==> src/rtl/bin2bcd8_seq.sv <==
// Sequential 8-bit binary-to-BCD converter (double-dabble, one bit per clock).
// Optional leading-zero blanking is enabled by defining BIN2BCD_LZB_EN.
module bin2bcd8_seq (
   input  logic        clk,
   input  logic        rst_n,
   input  logic        start,
   input  logic [7:0]  bin,
   output logic        busy,
   output logic        done,
   output logic [11:0] bcd
);

   typedef enum logic {IDLE, SHIFT} state_t;

   state_t      state;
   logic [7:0]  sr;
   logic [11:0] acc;
   logic [3:0]  cnt;
   logic [11:0] acc_adj;
   logic [11:0] acc_shift;
   logic [11:0] bcd_load;
   logic        unused_msb;

   // Per-digit add-3 correction; 4-bit adds, no carry between digits.
   generate
      for (genvar gi = 0; gi < 3; gi++) begin : g_adj
         always_comb begin
            if (acc[gi*4 +: 4] >= 4'd5)
               acc_adj[gi*4 +: 4] = acc[gi*4 +: 4] + 4'd3;
            else
               acc_adj[gi*4 +: 4] = acc[gi*4 +: 4];
         end
      end
   endgenerate

   // The hundreds digit never exceeds 2, so its top bit is always shifted out as 0.
   assign unused_msb = acc_adj[11];
   assign acc_shift  = {acc_adj[10:0], sr[7]};

   always_comb begin
      bcd_load = acc_shift;
`ifdef BIN2BCD_LZB_EN
      if (acc_shift[11:8] == 4'd0) begin
         bcd_load[11:8] = 4'hF;
         if (acc_shift[7:4] == 4'd0)
            bcd_load[7:4] = 4'hF;
      end
`else
`endif
   end

   always_ff @(posedge clk or negedge rst_n) begin
      if (!rst_n) begin
         state <= IDLE;
         sr    <= '0;
         acc   <= '0;
         cnt   <= '0;
         busy  <= 1'b0;
         done  <= 1'b0;
         bcd   <= '0;
      end else begin
         done <= 1'b0;
         case (state)
            IDLE: begin
               if (start) begin
                  sr    <= bin;
                  acc   <= '0;
                  cnt   <= '0;
                  busy  <= 1'b1;
                  state <= SHIFT;
               end
            end
            SHIFT: begin
               acc <= acc_shift;
               sr  <= {sr[6:0], 1'b0};
               cnt <= cnt + 4'd1;
               if (cnt == 4'd7) begin
                  bcd   <= bcd_load;
                  done  <= 1'b1;
                  busy  <= 1'b0;
                  state <= IDLE;
               end
            end
            default: state <= IDLE;
         endcase
      end
   end

endmodule

==> config.mk <==
export PLATFORM = sky130hd
export DESIGN_NAME = bin2bcd8_seq
export DESIGN_NICKNAME = d
export VERILOG_FILES = /design/src/rtl/bin2bcd8_seq.sv
export SDC_FILE = /design/constraint.sdc
export NUM_CORES = 1
export LEC_CHECK = 0
export ABC_CLOCK_PERIOD_IN_PS = 1950
export CORE_ASPECT_RATIO = 0.5
export CORE_UTILIZATION = 54
export CTS_CLUSTER_SIZE = 20
export DETAILED_ROUTE_END_ITERATION = 10
export GPL_ROUTABILITY_DRIVEN = 0
export PLACE_DENSITY = 0.75
export RECOVER_POWER = 50
export SYNTH_ARGS = -nofsm -noshare
export SYNTH_HDL_FRONTEND = slang
export SYNTH_SLANG_ARGS = --single-unit
==> constraint.sdc <==
create_clock -name clk -period 1.95 [get_ports clk]
set_clock_uncertainty 0.2 [all_clocks]
set_input_delay 0.585 -clock clk [delete_from_list [all_inputs] [get_ports clk]]
set_output_delay 0.585 -clock clk [all_outputs]
set_load 0.02 [all_outputs]
==> flow_summary_export.csv <==
group,metric,value,unit
clocking,path_clk_slew,0.08,ns
drt,first_pass_iters,4,
clocking,tritoncts,"yes",
clocking,root_buffer,"clkbuf_8",
clocking,cts_buffers,5,
logic_synthesis,synth_seq_area_share,53.2,%
grt,grt_pass1_vias,1219,
critical_path,max_stage_delay,0.40,ns
critical_path,cp-end-kind,"output port",
grt,grt_max_degree,40,
critical_path,path_max_fanout,2,
floorplanning,start_util,58.8,%
timing,worstMarginPinSlew,0.922,ns
grt,grt_overflow,0,
grt,antenna_found_initial,0,
critical_path,required,1.16,ns
timing,rsz0062_at_grt,"false",
floorplanning,rows,14,
timing,max_freq,557,MHz
critical_path,worstReg2RegStart,"acc[0]$_DFFE_PN0P_",
final_layout,antenna_cells,0,
clocking,cts.sinks,39,
clocking,clk_path_buf_depth,2,
drt,drtAntennaViolNets,0,
timing,finalCritPeriodShare,92.1,%
clocking,post_cts_buffers,0,
drt,wl,3190,um
timing,finalHoldViolCount,0,
timing,slew_violations,0,
final_layout,fillers,251,
critical_path,worstPathCellList,"dlygate4sd2_1",
critical_path,crit_arrival,1.01,ns
critical_path,r2r_cells,6,
drt,drc,0,
flow_run,maxCapViolCount,0,
floorplanning,die-area,3650,um^2
floorplanning,io_pins,25,
logic_synthesis,ys_warn_count,0,
floorplanning,die_x,84.4,um
floorplanning,core,3120,um^2
critical_path,path_depth,1,
logic_synthesis,synth_area,1830,um^2
outcome,status,"finished clean",
critical_path,r2r_slack,0.17,ns
logic_synthesis,synth-seq-cells,39,
logic_synthesis,ys_types,31,
final_layout,fin_util,70.9,%
final_layout,final_common_cell,"dfrtp_1",
drt,via_per_inst,5.38,
grt,grt_pass1_wl,5690,um
grt,track_usage,20.9,%
pwr,ir_drop,0.729,mV
timing,timing.slew.headroom,38.5,%
critical_path,cp_slowest_cell,"dfrtp_1",
critical_path,cp-endpoint,"bcd[4]",
clocking,h-tree-depth,2,
drt,drt_iter0_markers,73,
final_layout,syn_to_final_growth,20.7,%
timing,period_needed,1.80,ns
clocking,clkLatencyLatePin,0.29,ns
placement,hpwl,2260,um
critical_path,reg2reg_to,"bcd[2]$_DFFE_PN0P_",
drt,wl_per_cell,13.2,um
final_layout,fin_nets,219,
logic_synthesis,syn-instance-count,171,
logic_synthesis,syn_nets,189,
final_layout,final_cell_mix,"39 x dfrtp_1, 26 x nand2_1, 17 x o21ai_0",
timing,final-setup-viol-count,0,
pwr,p_leak,1.08,nW
pwr,pwr_density_cell,1660,nW/um^2
critical_path,critPathLaunchType,"register",
critical_path,setup.worst_path.start,"bcd[4]$_DFFE_PN0P_",
placement,port_buffers,24,
logic_synthesis,avgSynthCellArea,10.7,um^2
pwr,total_power,3.67,mW
critical_path,criticalPathCategory,"register to output port",
critical_path,cp_top_family,"flip-flops",
critical_path,critPathBufInv,1,
drt,vias,1302,
final_layout,layout-drive-gt1-share,12.4,%
worst_hold_path,hold_class,"register to register",
floorplanning,die_h,43.2,um
cells by family (layout without fill, tap and decap cells):
family	count (synthesis)	after routing	synth area share (%)
buffers and inverters	17	48	4.64
DFF	39	39	53.2
xor gates and xnor gates	5	5	2.39
muxes	15	15	9.35
and+or+nand+nor	46	46	11.9
AOI/OAI and AO/OA	42	42	13.7
adders and majority gates	7	7	4.78
worst min-delay path by stage:
stage	from	endpoint	slack, ns	cells past startpoint
after floorplan	rst_n	acc[0]$_DFFE_PN0P_	0.09	0
after detailed placement	bcd[10]$_DFFE_PN0P_	bcd[10]$_DFFE_PN0P_	0.27	2
after global routing	bcd[0]$_DFFE_PN0P_	bcd[0]$_DFFE_PN0P_	0.29	2
after global placement	bcd[9]$_DFFE_PN0P_	bcd[9]$_DFFE_PN0P_	0.26	2
final	bcd[10]$_DFFE_PN0P_	bcd[10]$_DFFE_PN0P_	0.27	2
after CTS	rst_n	acc[9]$_DFFE_PN0P_	0.05	2
per-stage QoR:
| stage | cells | worst slack [ns] | area (um^2) | TNS [ns] | hold WS, ns |
|---|---|---|---|---|---|
| detailed placement | 234 | -0.0216 | 2140 | -0.0504 | 0.269 |
| CTS | 242 | 0.145 | 2230 | 0 | 0.0466 |
| floorplan | 171 | 0.287 | 1830 | 0 | 0.0894 |
| global route | 242 | 0.0322 | 2210 | 0 | 0.293 |
| finish | 242 | 0.154 | 2210 | 0 | 0.272 |
| global placement | 234 | 0.00366 | 2140 | 0 | 0.261 |
per-layer routing:
metal,share of wire [%],track usage (%)
met4,0.75,6.10
met5,0,0
met3,4.2,7.00
met1,51,28.8
met2,44,32.0
sequential cells by signal, indices dropped and copies added, names as in the netlist:
register	cells
acc	12
bcd	12
sr	8
cnt	4
busy	1
done	1
state	1
layout make-up:
type	count	area, um^2	share of cell area, %
Clock buffer	8	100	4.52
Inverter	9	33.8	1.53
Multi-Input combinational cell	115	772	34.9
Sequential cell	39	976	44.1
Tap cell	40	50.0	2.26
Timing Repair Buffer	31	280	12.7
report_power, final:
group | internal [mW] | switching, mW
sequential | 1.17 | 0.276
clock | 0.323 | 0.267
combinational | 0.781 | 0.861
Yosys cell counts (all sizes together):
cell type | n | share of area, %
a21o | 5 | 2.1
a21oi | 9 | 2.9
a22o | 2 | 0.96
and2 | 1 | 0.34
and3 | 2 | 0.68
buf | 6 | 2.4
clkbuf | 2 | 0.41
dfrtp | 39 | 53
ha | 7 | 4.8
inv | 9 | 1.8
mux2 | 5 | 3.9
mux2i | 10 | 5.5
nand2 | 26 | 5.3
nand2b | 3 | 1.0
nand3 | 2 | 0.55
nand4b | 1 | 0.82
nor2 | 5 | 1.0
nor3 | 2 | 0.55
nor3b | 4 | 1.6
o21ai | 18 | 4.9
o22ai | 7 | 2.4
o31ai | 1 | 0.41
xnor2 | 4 | 1.9
xor2 | 1 | 0.48
repair_timing:
item,in CTS,in global routing
hold buffers,0,0
endpoints found under the hold margin,0,0
resized for setup,14,0
endpoints found under the setup margin,14,0
No activity file was read; power rests on OpenSTA's default activity.
